## src/rtl/file_word_buffer.sv

```systemverilog
// file_word_buffer: show-ahead FIFO that sits between the file-backed word
// source and its consumer. It strips the end-of-stream sentinel, drains the
// words still buffered, then raises done. It also keeps a saturating count
// of data words accepted in the current stream.
// Optional feature macro: CHECKSUM_EN adds a mod-2^32 running sum of the
// accepted data words on the checksum port.
module file_word_buffer #(
  parameter int          DEPTH    = 8,
  parameter int          AW       = 3,
  parameter logic [31:0] EOS_WORD = 32'hFFFF_FFFF
) (
  input  logic          clk,
  input  logic          rst_n,
  input  logic          start,
  input  logic [31:0]   in_word,
  input  logic          in_valid,
  output logic          in_ready,
  output logic [31:0]   out_word,
  output logic          out_valid,
  input  logic          out_ready,
  output logic [AW:0]   count,
  output logic [15:0]   words_total,
  output logic          done
`ifdef CHECKSUM_EN
  ,
  output logic [31:0]   checksum
`endif
);

  localparam logic [1:0] S_IDLE   = 2'd0;
  localparam logic [1:0] S_STREAM = 2'd1;
  localparam logic [1:0] S_DRAIN  = 2'd2;
  localparam logic [1:0] S_DONE   = 2'd3;

  localparam logic [AW:0] FULL_COUNT = DEPTH[AW:0];

  logic [1:0]    state;
  logic [31:0]   mem [DEPTH];
  logic [AW-1:0] wr_ptr;
  logic [AW-1:0] rd_ptr;
  logic          accept;
  logic          is_eos;
  logic          push;
  logic          pop;
  logic          restart;

  // Handshake and control decodes. Everything here comes from registered
  // state and count, so in_ready has no path from out_ready. A full FIFO
  // refuses input even when a pop happens in the same cycle.
  assign in_ready  = (state == S_STREAM) && (count != FULL_COUNT);
  assign out_valid = (count != '0);
  assign out_word  = mem[rd_ptr];
  assign done      = (state == S_DONE);
  assign accept    = in_valid && in_ready;
  assign is_eos    = (in_word == EOS_WORD);
  assign push      = accept && !is_eos;
  assign pop       = out_valid && out_ready;
  assign restart   = start && ((state == S_IDLE) || (state == S_DONE));

  // Stream control: the sentinel moves STREAM to DRAIN, and an empty FIFO
  // in DRAIN finishes the stream. start is honoured only in IDLE and DONE.
  always_ff @(posedge clk or negedge rst_n) begin
    if (!rst_n) begin
      state <= S_IDLE;
    end else begin
      case (state)
        S_IDLE:   if (start) state <= S_STREAM;
        S_STREAM: if (accept && is_eos) state <= S_DRAIN;
        S_DRAIN:  if (count == '0) state <= S_DONE;
        S_DONE:   if (start) state <= S_STREAM;
        default:  state <= S_IDLE;
      endcase
    end
  end

  // Storage: each entry is written only when it is the tail of a push.
  // All entries are cleared on reset, so the head reads as zero after reset.
  for (genvar gi = 0; gi < DEPTH; gi++) begin : g_entry
    always_ff @(posedge clk or negedge rst_n) begin
      if (!rst_n) begin
        mem[gi] <= '0;
      end else if (push && (wr_ptr == AW'(gi))) begin
        mem[gi] <= in_word;
      end
    end
  end

  // Pointers wrap modulo DEPTH. Occupancy is unchanged when a push and a
  // pop happen in the same cycle.
  always_ff @(posedge clk or negedge rst_n) begin
    if (!rst_n) begin
      wr_ptr <= '0;
      rd_ptr <= '0;
      count  <= '0;
    end else begin
      if (push) wr_ptr <= wr_ptr + 1'b1;
      if (pop)  rd_ptr <= rd_ptr + 1'b1;
      case ({push, pop})
        2'b10:   count <= count + 1'b1;
        2'b01:   count <= count - 1'b1;
        default: count <= count;
      endcase
    end
  end

  // Per-stream data word counter. It saturates instead of wrapping and is
  // cleared when a new stream starts.
  always_ff @(posedge clk or negedge rst_n) begin
    if (!rst_n) begin
      words_total <= '0;
    end else if (restart) begin
      words_total <= '0;
    end else if (push && (words_total != 16'hFFFF)) begin
      words_total <= words_total + 16'd1;
    end
  end

`ifdef CHECKSUM_EN
  // Running mod-2^32 sum of the data words accepted in the current stream.
  always_ff @(posedge clk or negedge rst_n) begin
    if (!rst_n) begin
      checksum <= '0;
    end else if (restart) begin
      checksum <= '0;
    end else if (push) begin
      checksum <= checksum + in_word;
    end
  end
`endif

endmodule

```

## config.mk

```make
export PLATFORM = sky130hd
export DESIGN_NAME = file_word_buffer
export DESIGN_NICKNAME = d
export VERILOG_FILES = /design/src/rtl/file_word_buffer.sv
export SDC_FILE = /design/constraint.sdc
export NUM_CORES = 1
export LEC_CHECK = 0
export BUFFER_PORTS_ARGS = -buffer_cell sky130_fd_sc_hd__buf_2
export CORE_ASPECT_RATIO = 0.8
export CORE_MARGIN = 2
export CORE_UTILIZATION = 55
export CTS_BUF_LIST = sky130_fd_sc_hd__clkbuf_16
export CTS_CLUSTER_SIZE = 10
export DETAILED_ROUTE_END_ITERATION = 10
export GPL_TIMING_DRIVEN = 1
export MAX_ROUTING_LAYER = met4
export PLACE_DENSITY = 0.83
export SLEW_MARGIN = 25
export SYNTH_ARGS = -nofsm -noshare
export SYNTH_HDL_FRONTEND = slang
export SYNTH_SLANG_ARGS = --single-unit
```

## constraint.sdc

```tcl
create_clock -name clk -period 2.7 [get_ports clk]
set_input_delay 0.54 -clock clk [delete_from_list [all_inputs] [get_ports clk]]
set_output_delay 0.54 -clock clk [all_outputs]
set_load 0.05 [all_outputs]
```

# Word-level counts from Yosys, hierarchy flattened
# Cells that the tools add are included.
dict set report totals {
  ff_bits 284
}
dict set report op_classes {
  addsub 5
  magnitude_cmp 1
  n_eq_ne 18
  mux 10
  bitwise 1
  n_reduce_logical 25
}
# op count
set ops {}
lappend ops {{32-bit binary-select mux with 3-bit select} 1}
lappend ops {{32-bit 2-to-1 mux} 2}
lappend ops {{32-bit equality test (second input constant)} 1}
lappend ops {{16-bit 2-to-1 mux} 2}
lappend ops {{16-bit by 1-bit adder with 16-bit output (second input constant)} 1}
lappend ops {{16-bit inequality test (second input constant)} 1}
lappend ops {{1-bit logical AND} 15}
lappend ops {{3-bit equality test (second input constant)} 4}
lappend ops {{4-bit one-hot mux with 2 select lines} 1}
lappend ops {{3-bit by 1-bit adder with 3-bit output (second input constant)} 2}
lappend ops {{2-bit equality test (second input constant)} 3}
lappend ops {{3-bit by 2-bit equality test with 1-bit output (second input constant)} 2}
lappend ops {{2-bit 2-to-1 mux} 3}
lappend ops {{2-bit one-hot mux with 3 select lines} 1}
lappend ops {{4-bit by 1-bit adder with 4-bit output (second input constant)} 1}
lappend ops {{2-bit by 1-bit equality test with 1-bit output (second input constant)} 2}
lappend ops {{4-bit greater-or-equal comparator (second input constant)} 1}
lappend ops {{4-bit logical NOT} 1}
lappend ops {{2-bit by 1-bit inequality test with 1-bit output (second input constant)} 2}
lappend ops {{4-bit inequality test (second input constant)} 1}
lappend ops {{3-bit NOT with 4-bit output} 1}
lappend ops {{2-bit nonzero test} 2}
lappend ops {{4-bit nonzero test} 1}
lappend ops {{4-bit by 1-bit subtractor with 4-bit output (second input constant)} 1}
lappend ops {{other kinds (8)} 8}

# Depth between registers and ports, before layout
# Gate-level depths: netlist of the first run.
dict set report depth {
  depth_word 7
  ltp_mapped 15
  depth_no_buf 13
}

# Worst setup path after synthesis of the first run
# No wires, ideal clock.
dict set report synth_path {
  kind {reg-to-reg}
  startpoint {register count[1]}
  endpoint {register count[2]}
  setup_ns 0.147
  arrival_time_ns 2.870
  required_time_ns 2.553
  path_slack_ns -0.317
  path_stages_with_launch 12
  n_path_buf 1
  period_less_slack_ns 3.017
  path_cell_list {dfrtp_1 > buf_4 > or4_1 > nand2_1 > inv_1 > ha_1 > xor2_1 > ha_1 > a21oi_1 > xor2_1 > nor2_1 > xor2_1}
}
# item line_no
set synth_rtl {}
lappend synth_rtl {{from (decl)} 21} ;# output logic [AW:0] count,
lappend synth_rtl {{from (signal assigned)} 99} ;# 2'b10: count <= count + 1'b1;
lappend synth_rtl {{from (signal assigned)} 100} ;# 2'b01: count <= count - 1'b1;
lappend synth_rtl {{from (signal assigned)} 101} ;# default: count <= count;
lappend synth_rtl {{4-bit nonzero test *} 51} ;# assign out_valid = (count != '0);
lappend synth_rtl {{named net out_valid} 19} ;# output logic out_valid,
lappend synth_rtl {{1-bit logical AND *} 57} ;# assign pop = out_valid && out_ready;
lappend synth_rtl {{named net pop} 44} ;# logic pop;
lappend synth_rtl {{2-bit by 1-bit equality test with 1-bit output or 2-bit equality test (tied branches)} 98} ;# case ({push, pop})
lappend synth_rtl {{4-bit one-hot mux with 2 select lines or 2-bit nonzero test (tied branches)} --}
# The timed path passes the listed nets; every way through them passes the cells marked *.
# A chain may end at the register's enable or synchronous reset.

# Worst setup path in the final report of the first run
dict set report layout_path {
  startpoint {register rd_ptr[0]}
  endpoint {output out_word[20]}
}
dict set report layout_via {
  elab_chain_len 4
}
# item line_no
set layout_lines {}
lappend layout_lines {{from (decl)} 40} ;# logic [AW-1:0] rd_ptr;
lappend layout_lines {{from (signal assigned)} 97} ;# if (pop) rd_ptr <= rd_ptr + 1'b1;
lappend layout_lines {{3-bit NOT with 4-bit output (implied by the code)} 52} ;# assign out_word = mem[rd_ptr];
lappend layout_lines {{32-bit binary-select mux with 3-bit select} 52}
lappend layout_lines {{32-bit 2-to-1 mux (implied by the code) (2 in a row)} 52}
lappend layout_lines {{to (decl)} 18} ;# output logic [31:0] out_word,
# No other way between the ends. The select of a mux whose other input is x is not followed.

==> results of run 1 <==
## sequential cells by signal, summed over array words and instances, names as in the netlist
register and flops:
words_total 16, wr_ptr 3, state 2, rd_ptr 3, mem 256, count 4
## routing by layer
layer	vias to the layer above	global-route usage [%]	wire, um
li1	3492	-	-
met4	0	7.02	513
met2	218	39.9	14400
met5	-	-	0
met3	41	5.00	1720
met1	4219	34.0	13300
## kinds of logic (layout without fill, tap and decap cells)
kind of cell,count (synthesis),in the layout,share of synthesized area (%)
fa+ha+maj,15,15,1.39
xor+xnor,8,8,0.521
mux,360,360,36.3
other cells,0,2,0
buf+inv,69,221,3.57
compound gates,35,35,1.65
simple gates,89,89,3.80
flops,284,284,52.8
## worst max-delay path by stage
stage	startpoint	endpoint	slack [ps]	cells after the start
final	rd_ptr[0]	out_word[20]	-90	5
after global routing	rd_ptr[0]	out_word[18]	-150	5
after CTS	rd_ptr[0]	out_word[27]	-130	5
after detailed placement	in_word[6]	count[3]	-40	13
after global placement	state[1]	count[3]	20	13
after floorplan	in_word[15]	count[2]	9	13
## worst max-delay path: stages, from the launching register on
cell	delay, ps
sky130_fd_sc_hd__dfrtp_4	420
sky130_fd_sc_hd__buf_12	180
sky130_fd_sc_hd__buf_16	160
sky130_fd_sc_hd__mux4_2	500
sky130_fd_sc_hd__mux2_4	320
sky130_fd_sc_hd__buf_6	160
## placed cells by master (no fill, tap or decap), drive strengths merged
cell    Yosys  routed
and3       10      10
clkbuf     23      37
nor2        8       8
a41o        2       2
or4         5       5
or2         1       1
clkinv      0       3
nor4        5       5
ha         15      15
diode       0       2
o21ai       8       8
o22a        1       1
mux4       64      64
and2        4       4
mux2      290     290
nor3        5       5
nand4b      1       1
nand2b      6       6
dfrtp     284     284
xor2        4       4
buf        34     162
mux2i       6       6
a31oi       3       3
nor4bb      1       1
a21o        1       1
a21boi      1       1
a31o        3       3
or3         2       2
nand4      14      14
a21oi      13      13
nand3      10      10
inv        12      19
o31ai       2       2
nand2      17      17
xnor2       4       4
o41ai       1       1
## cell type report
class                      instances  area (um2)
antenna                            2        5.00
fill                            1600        8220
clock buffer                      34         851
tap                              318         398
inverter                          12        45.0
clock inverter                    10        60.1
sequential                       284        7120
timing repair buffer             165        1530
multi-input combinational        507        5970
## repair_timing
| action | 4_1_cts | 5_1_grt |
|---|---|---|
| hold endpoints to repair | 0 | 0 |
| cloned | 0 | 3 |
| setup endpoints to repair | 33 | 33 |
| pin swaps | 0 | 1 |
| resized for setup | 49 | 40 |
| buffers inserted | 4 | 0 |
## report_power, final
group | switching [mW] | internal (mW)
sequential | 1.22 | 6.34
combinational | 5.51 | 6.02
clock | 1.67 | 2.25
## cell usage after synthesis, types with 4 or more instances
cell type / n
sky130_fd_sc_hd__dfrtp_1: 284
sky130_fd_sc_hd__mux2_2: 244
sky130_fd_sc_hd__mux4_2: 64
sky130_fd_sc_hd__mux2_4: 30
sky130_fd_sc_hd__buf_6: 20
sky130_fd_sc_hd__clkbuf_1: 17
sky130_fd_sc_hd__nand2_1: 17
sky130_fd_sc_hd__mux2_1: 16
sky130_fd_sc_hd__ha_1: 15
sky130_fd_sc_hd__nand4_1: 14
sky130_fd_sc_hd__a21oi_1: 13
sky130_fd_sc_hd__inv_1: 12
sky130_fd_sc_hd__and3_1: 10
sky130_fd_sc_hd__nand3_1: 10
sky130_fd_sc_hd__buf_2: 9
sky130_fd_sc_hd__nor2_1: 8
sky130_fd_sc_hd__o21ai_0: 8
sky130_fd_sc_hd__clkbuf_2: 6
sky130_fd_sc_hd__mux2i_1: 6
sky130_fd_sc_hd__nand2b_1: 6
sky130_fd_sc_hd__nor3_1: 5
sky130_fd_sc_hd__or4_1: 5
sky130_fd_sc_hd__xnor2_1: 4
sky130_fd_sc_hd__xor2_1: 4
## metrics by stage
| stage | area (um2) | util [%] | setup WS (ps) | hold WS (ps) |
|---|---|---|---|---|
| floorplan | 13500 | - | 9.43 | 244 |
| global placement | 14600 | 60.5 | 17.6 | 464 |
| detailed placement | 14600 | 60.5 | -36.9 | 473 |
| CTS | 15700 | 65.1 | -132 | 17.6 |
| global route | 16000 | 66.0 | -152 | 45.8 |
| finish | 16000 | 66.0 | -93.2 | 10.4 |
==> flow_metrics.py, run 1 <==
metrics = {
    "setup_path": {
        "required_ps": 2160,
        "timing_worst_setup_path_type": "reg2out",
        "worstSetupEndpointType": "output port",
        "rr_worst_depth": 8,
        "crit_arrival_ps": 2250,
        "worstPathMaxFanout": 8,
        "reg2reg_to": "mem[128]",
        "origin_of_the_critical_flop_to_flop_path": "state[1]",
        "reg2reg_setup_slack_ps": 190,
        "setup.worst_path.start_class": "register",
    },
    "timing": {
        "final.period_utilization_pct": 103,
        "rsz0062_at_grt": "yes",
        "timing.setup.tns_ps": -1980,
        "finClkSkew_ps": 13.3,
        "setup_ws_ps": -93.2,
        "fmax_mhz": 358,
        "number_of_hold_slack_violations_in_the_final_timing_report": 0,
        "timing.final.setup_violations": 32,
        "drv_slew": 0,
        "worst_pin_slew_ps": 741,
        "relSlewSlack_pct": 50.6,
        "timing.final.crit_period_ps": 2790,
    },
    "floorplanning": {
        "rows": 51,
        "die_height_um": 144,
        "boundaryPins": 92,
        "start_util_pct": 55.6,
        "die_width_um": 179,
        "fp.dieArea_mm2": 0.0257,
        "core_mm2": 0.0242,
    },
    "logic_synthesis": {
        "yosys_reg_bits": 284,
        "synth_area_mm2": 0.0135,
        "asyncSetResetFlopFracSynth_pct": 100,
        "syn-num-nets": 912,
        "synth-edff-count": 0,
        "synth_top_cells_by_area": "sky130_fd_sc_hd__dfrtp_1, sky130_fd_sc_hd__mux2_2, sky130_fd_sc_hd__mux4_2",
        "commonest_register_cell_after_synthesis": "sky130_fd_sc_hd__dfrtp_1",
        "synth.distinct_cells": 44,
        "postSynthAreaPerCell_um2": 15.6,
        "synth.largest_area_cell": "sky130_fd_sc_hd__dfrtp_1",
        "sequential_cell_area_fraction_in_the_yosys_report_pct": 52.8,
        "post_synth_inst_count": 860,
        "synth.top_cell.area_share_pct": 52.8,
        "yosys_warnings": 0,
    },
    "clocking": {
        "clk_root_buffer_cell": "sky130_fd_sc_hd__clkbuf_16",
        "tritoncts_num_sinks": 284,
        "clk_pin_slew_worst_paths_ps": 60,
        "clockBufferDepth": 3,
        "cts_tree": "done",
        "cts_inserted_buffers": 34,
        "cts_htree_levels": 2,
        "cts-hold-fix-buffers": 0,
        "clock_insertion_delay_worst_skew_ps": 520,
    },
    "drt": {
        "dr.pass1.iters": 5,
        "drc": 0,
        "drt-wirelength-per-cell_um": 22.5,
        "dr_total_vias": 7970,
        "antenna_violating_nets_post_route": 0,
        "detail_route.wirelength_um": 30000,
        "drt-vias-per-instance": 5.98,
        "drt_first_iter_violations": 450,
    },
    "layout": {
        "finish.net_count": 1056,
        "area_delta_synth_final_pct": 18.6,
        "finish.cell_count_without_fillers": 1332,
        "post_route_cells_drive_above_1_share_pct": 55.9,
    },
    "global_routing": {
        "globalRouteTotalUtil_pct": 25.4,
        "number_of_global_route_vias_before_repair": 8696,
        "grt_pass1_wl_um": 48500,
        "grt_overflow_total": 0,
        "maximum_number_of_pins_on_one_net_before_global_route_repair": 72,
        "number_of_antenna_violations_at_the_first_check_in_global_routing": 2,
    },
    "pwr": {
        "power_per_cell_area_mw_per_mm2": 1440,
        "totalPowerFinal_mw": 23.0,
        "cellLeakagePower_nw": 7.01,
        "vdd_drop_max_uv": 643,
    },
    "run": {
        "cap_violations": 0,
    },
    "place": {
        "globalplace.congestion": 0.882,
        "place_inst": 1279,
        "numPortBuffers": 91,
        "post_dp_hpwl_um": 18700,
    },
    "run_status": {
        "failed_checks": "negative setup slack",
        "run_status": "complete, but fails checks",
    },
    "hold_path": {
        "worstHoldPathType": "in2async",
    },
}
(Power assumes the default switching activity.)
==> run 2: changes to the inputs <==
- RECOVER_POWER: not set -> 50
==> run 2 against run 1 <==
  * The run ends with max-capacitance violations, max-slew violations, negative setup slack left
  * Cell count did not move
  * First-iteration DRC count rose by 2.9%
  * Setup slack got worse by 14 ps
  * Critical endpoint is now out_word[18]
  * Largest cell class unchanged
==> flow_metrics.py, run 2 (synthesized netlist as in run 1, its figures left out) <==
metrics = {
    "clocking": {
        "tritoncts_num_sinks": 284,
        "clk_root_buffer_cell": "sky130_fd_sc_hd__clkbuf_16",
        "clockBufferDepth": 3,
        "cts_tree": "done",
        "cts-hold-fix-buffers": 0,
        "cts_htree_levels": 2,
        "clk_pin_slew_worst_paths_ps": 50,
        "cts_inserted_buffers": 34,
        "clock_insertion_delay_worst_skew_ps": 520,
    },
    "floorplanning": {
        "boundaryPins": 92,
        "rows": 51,
        "die_height_um": 144,
        "fp.dieArea_mm2": 0.0257,
        "start_util_pct": 55.6,
        "die_width_um": 179,
        "core_mm2": 0.0242,
    },
    "setup_path": {
        "cp_cell_instances": "buf_4, buf_12, mux4_2, mux2_2, buf_4",
        "setup.worst_path.start_class": "register",
        "required_ps": 2160,
        "timing_worst_setup_path_type": "reg2out",
        "worstPathMaxFanout": 11,
        "crit_arrival_ps": 2270,
        "critPathSlowestCell": "sky130_fd_sc_hd__mux4_2",
        "cpMostUsedCell": "sky130_fd_sc_hd__buf_4",
        "worstSetupEndpointType": "output port",
        "cp_num_buf_inv": 3,
        "cp_slowest_stage_delay_ps": 490,
        "path_delay_family": "multiplexers",
    },
    "timing": {
        "drv_slew": 71,
        "timing.setup.tns_ps": -2260,
        "relSlewSlack_pct": -28.5,
        "timing.final.setup_violations": 32,
        "rsz0062_at_grt": "yes",
        "setup_ws_ps": -107,
        "final.period_utilization_pct": 104,
        "fmax_mhz": 356,
        "number_of_hold_slack_violations_in_the_final_timing_report": 0,
        "timing.hold.ws_ps": 374,
        "worst_pin_slew_ps": 1930,
        "finClkSkew_ps": 13.5,
        "timing.final.crit_period_ps": 2810,
    },
    "run_status": {
        "run_status": "complete, but fails checks",
        "failed_checks": "max-capacitance violations, max-slew violations, negative setup slack",
    },
    "layout": {
        "final_core_util_pct": 65.8,
        "largest_register_ffs": 256,
        "max_flop_register": "mem",
        "post_route_cells_drive_above_1_share_pct": 54.6,
        "finish.cell_count_without_fillers": 1332,
        "reg_top3": "mem x256, words_total x16, count x4",
        "final.fill_count": 1618,
        "final_cell_mix": "sky130_fd_sc_hd__dfrtp_1, sky130_fd_sc_hd__mux2_2, sky130_fd_sc_hd__mux4_2",
        "mostFrequentLayoutCell": "sky130_fd_sc_hd__dfrtp_1",
        "area_delta_synth_final_pct": 18.2,
        "finish.net_count": 1056,
        "finalInstanceArea_mm2": 0.0159,
    },
    "place": {
        "numPortBuffers": 91,
        "placed_area_mm2": 0.0146,
        "place_inst": 1279,
        "place_worst_setup_slack_ps": -36.9,
        "post_dp_hpwl_um": 18700,
        "globalplace.congestion": 0.882,
    },
    "global_routing": {
        "grt_pass1_wl_um": 48500,
        "globalRouteTotalUtil_pct": 25.4,
        "number_of_antenna_violations_at_the_first_check_in_global_routing": 2,
        "maximum_number_of_pins_on_one_net_before_global_route_repair": 72,
        "number_of_global_route_vias_before_repair": 8696,
        "grt_overflow_total": 0,
    },
    "pwr": {
        "power_per_cell_area_mw_per_mm2": 1450,
        "totalPowerFinal_mw": 23.0,
        "vdd_drop_max_uv": 643,
        "cellLeakagePower_nw": 6.96,
    },
    "drt": {
        "antenna_violating_nets_post_route": 0,
        "detail_route.wirelength_um": 30000,
        "dr.pass1.iters": 4,
        "drt_first_iter_violations": 463,
        "drt-wirelength-per-cell_um": 22.5,
        "dr_total_vias": 7970,
        "drt-vias-per-instance": 5.98,
        "drc": 0,
    },
    "run": {
        "cap_violations": 1,
    },
    "hold_path": {
        "worstHoldPathType": "in2reg",
    },
}
[run 2: cell type report]
cell class              instances  area, um2  area share, %
diodes                          2       5.00         0.0315
clock buffers                  34        851           5.35
clock inverters                10       60.1          0.378
inverters                      12       45.0          0.283
multi-input cells             507       5960           37.5
flip-flops and latches        284       7120           44.7
well taps                     318        398           2.50
repair buffers                165       1470           9.22
[run 2: final timing paths]
kind	cells after the start	end	slack, ps	from
setup / recovery	5	out_word[18]	-110	rd_ptr[0]
hold reg to reg	1	mem[29]	480	mem[29]
setup reg to reg	10	count[2]	140	count[2]
max in group asynchronous	2	mem[48]	430	rst_n
hold / removal	4	state[1]	370	start
min in group asynchronous	1	mem[225]	570	rst_n
[run 2: power breakdown]
part           total (mW)  switching [mW]  internal [mW]
Sequential           7.56            1.22           6.34
Combinational        11.5            5.51           6.01
Clock                3.92            1.67           2.25
Total                23.0            8.40           14.6
[run 2: worst min-delay path, delay by kind of cell]
| kind | cells | cell delay [ps] |
|---|---|---|
| buffers and inverters | 1 | 120 |
| and+or+nand+nor | 1 | 50 |
| AOI/OAI and AO/OA | 2 | 130 |
[run 2: routing by layer]
| metal | global-route usage, % | vias up | wire, um |
|---|---|---|---|
| li1 | - | 3490 | - |
| met1 | 34.0 | 4219 | 13300 |
| met2 | 39.9 | 215 | 14400 |
| met3 | 5.00 | 46 | 1660 |
| met4 | 7.02 | 0 | 536 |
| met5 | - | - | 0 |
[run 2: what timing repair did]
item / CTS / global route
pin swaps: 0 / 1
setup buffers: 4 / 0
cloned: 0 / 3
resized for setup: 49 / 40
endpoints found under the setup margin: 33 / 33
==> run 3: changes to the inputs <==
--- a/constraint.sdc
+++ b/constraint.sdc
@@ -3,2 +3,2 @@
 set_output_delay 0.54 -clock clk [all_outputs]
-set_load 0.05 [all_outputs]
+set_load 0.005 [all_outputs]
==> run 3 against run 2 <==
  * Setup slack better by 52 ps
  * Register-to-register slack better by 40 ps
  * Utilization down 0.53 points
  * Clock power up 5.1%
  * Critical path type unchanged
  * Critical endpoint is now out_word[31]
  * The flow still finishes with violations (max-capacitance violations, max-slew violations, negative setup slack)
  * Largest cell class unchanged
  * Cell count unchanged
  * First-iteration DRC count up 22%
==> flow_metrics.py, run 3 (synthesized netlist as in run 1, its figures left out) <==
metrics = {
    "drt": {
        "detail_route.wirelength_um": 30200,
        "drt-vias-per-instance": 6.00,
        "drc": 0,
        "antenna_violating_nets_post_route": 0,
        "dr.pass1.iters": 5,
        "dr_total_vias": 7989,
        "drt_first_iter_violations": 565,
        "drt-wirelength-per-cell_um": 22.6,
    },
    "place": {
        "globalplace.congestion": 0.834,
        "placed_area_mm2": 0.0147,
        "place_inst": 1283,
        "post_dp_hpwl_um": 18700,
        "numPortBuffers": 91,
    },
    "timing": {
        "final.period_utilization_pct": 102,
        "number_of_hold_slack_violations_in_the_final_timing_report": 0,
        "worst_pin_slew_ps": 1740,
        "relSlewSlack_pct": -16.0,
        "drv_slew": 70,
        "rsz0062_at_grt": "yes",
        "setup_ws_ps": -55.1,
        "fmax_mhz": 363,
        "timing.final.setup_violations": 27,
        "finClkSkew_ps": 15.0,
        "timing.final.crit_period_ps": 2760,
        "timing.setup.tns_ps": -591,
    },
    "clocking": {
        "cts_inserted_buffers": 34,
        "clk_root_buffer_cell": "sky130_fd_sc_hd__clkbuf_16",
        "clock_insertion_delay_worst_skew_ps": 500,
        "cts_tree": "done",
        "tritoncts_num_sinks": 284,
        "cts_htree_levels": 2,
        "clockBufferDepth": 3,
        "cts-hold-fix-buffers": 0,
        "clk_pin_slew_worst_paths_ps": 50,
    },
    "layout": {
        "final_cell_mix": "sky130_fd_sc_hd__dfrtp_1, sky130_fd_sc_hd__mux2_2, sky130_fd_sc_hd__buf_2",
        "finalInstanceArea_mm2": 0.0158,
        "largest_register_ffs": 256,
        "reg_top3": "mem x256, words_total x16, count x4",
        "post_route_cells_drive_above_1_share_pct": 55.3,
        "mostFrequentLayoutCell": "sky130_fd_sc_hd__dfrtp_1",
        "max_flop_register": "mem",
        "finish.cell_count_without_fillers": 1332,
        "area_delta_synth_final_pct": 17.2,
        "finish.net_count": 1059,
    },
    "setup_path": {
        "worstSetupEndpointType": "output port",
        "crit_arrival_ps": 2220,
        "rr_worst_depth": 9,
        "setup.worst_path.start_class": "register",
        "reg2reg_setup_slack_ps": 180,
        "origin_of_the_critical_flop_to_flop_path": "state[1]",
        "worstPathMaxFanout": 6,
        "cp_cell_instances": "buf_12, buf_4, mux4_2, mux2_4, buf_2",
        "timing_worst_setup_path_type": "reg2out",
        "cp_slowest_stage_delay_ps": 520,
        "critPathSlowestCell": "sky130_fd_sc_hd__mux4_2",
        "reg2reg_to": "mem[156]",
        "required_ps": 2160,
    },
    "pwr": {
        "p_seq_share_pct": 37.5,
        "switching_fraction_pct": 29.3,
        "cellLeakagePower_nw": 6.96,
        "clkPwrFrac_pct": 20.5,
        "power.net_switching_mw": 5.91,
        "power_per_cell_area_mw_per_mm2": 1280,
        "combinational_fraction_of_design_power_pct": 42.0,
        "vdd_drop_max_uv": 611,
        "cell_internal_pwr_mw": 14.2,
    },
    "global_routing": {
        "number_of_global_route_vias_before_repair": 8697,
        "maximum_number_of_pins_on_one_net_before_global_route_repair": 70,
        "number_of_antenna_violations_at_the_first_check_in_global_routing": 1,
        "globalRouteTotalUtil_pct": 25.2,
        "grt_overflow_total": 0,
        "grt_pass1_wl_um": 48200,
    },
    "floorplanning": {
        "die_height_um": 144,
        "start_util_pct": 55.6,
        "boundaryPins": 92,
        "fp.dieArea_mm2": 0.0257,
        "rows": 51,
        "core_mm2": 0.0242,
        "die_width_um": 179,
    },
    "hold_path": {
        "worstHoldPathType": "in2reg",
        "hold_path_depth": 2,
        "timing.hold.worst_endpoint": "mem[3]",
        "hold_path.startpoint": "in_word[3]",
    },
    "run_status": {
        "failed_checks": "max-capacitance violations, max-slew violations, negative setup slack",
        "run_status": "complete, but fails checks",
    },
    "run": {
        "cap_violations": 1,
    },
}
==> run 3: metrics by stage <==
stage               worst slack, ps  hold slack (ps)  util [%]  power (mW)
floorplan                      44.5              244         -        12.9
global placement               5.19              465      60.6        15.0
detailed placement            -35.5              469      60.6        15.4
finish                        -55.1              341      65.2        20.1
global route                   -103              336      65.2        21.3
CTS                           -65.4             23.4      65.1        20.0
==> run 3: critical path: cells and delay by family (launching register included) <==
| family | cells | cell delay (ps) |
|---|---|---|
| buffers and inverters | 3 | 440 |
| DFF | 1 | 420 |
| muxes | 2 | 840 |
==> run 3: worst max-delay path by stage <==
stage,startpoint,end,slack [ps],cells past startpoint
CTS,rd_ptr[0],out_word[13],-70,5
floorplan,in_word[15],count[2],40,13
global placement,in_word[14],mem[128],5,8
global route,rd_ptr[0],out_word[14],-100,5
detailed placement,in_word[14],mem[128],-40,8
finish,rd_ptr[0],out_word[31],-60,5
==> run 3: area by class of cell <==
cell class                 count  area, um2
fill                        1686       8410
inverter                      12       45.0
clock inverter                 5       45.0
multi-input combinational    508       5950
timing repair buffer         167       1300
clock buffer                  37        926
sequential                   284       7110
tap                          318        398
antenna                        1       2.50
==> run 3: repair_timing <==
action                     CTS  global route
cloned                       0             1
resized for setup           15            16
setup endpoints to repair   31            35
setup buffers                5             0
hold endpoints to repair     0             0
pin swaps                    0             2
==> run 3: routing by layer <==
| layer | vias to the layer above | share of wire (%) | wire length, um | track usage (%) |
|---|---|---|---|---|
| li1 | 3501 | - | - | - |
| met1 | 4237 | 44 | 13400 | 34.4 |
| met2 | 210 | 49 | 14800 | 40.2 |
| met3 | 41 | 5.3 | 1590 | 4.34 |
| met4 | 0 | 1.4 | 423 | 5.52 |
| met5 | - | 0 | 0 | - |
==> run 3: power by group through the flow <==
| stage | clock [mW] | combinational, mW | sequential, mW |
|---|---|---|---|
| 6_report | 4.12 | 8.46 | 7.55 |
| 2_1_floorplan | 0 | 5.80 | 7.08 |
| 3_5_place_dp | 0 | 7.80 | 7.60 |
| 3_3_place_gp | 0 | 7.55 | 7.47 |
| 5_1_grt | 4.37 | 9.09 | 7.79 |
| 4_1_cts | 4.18 | 8.29 | 7.53 |
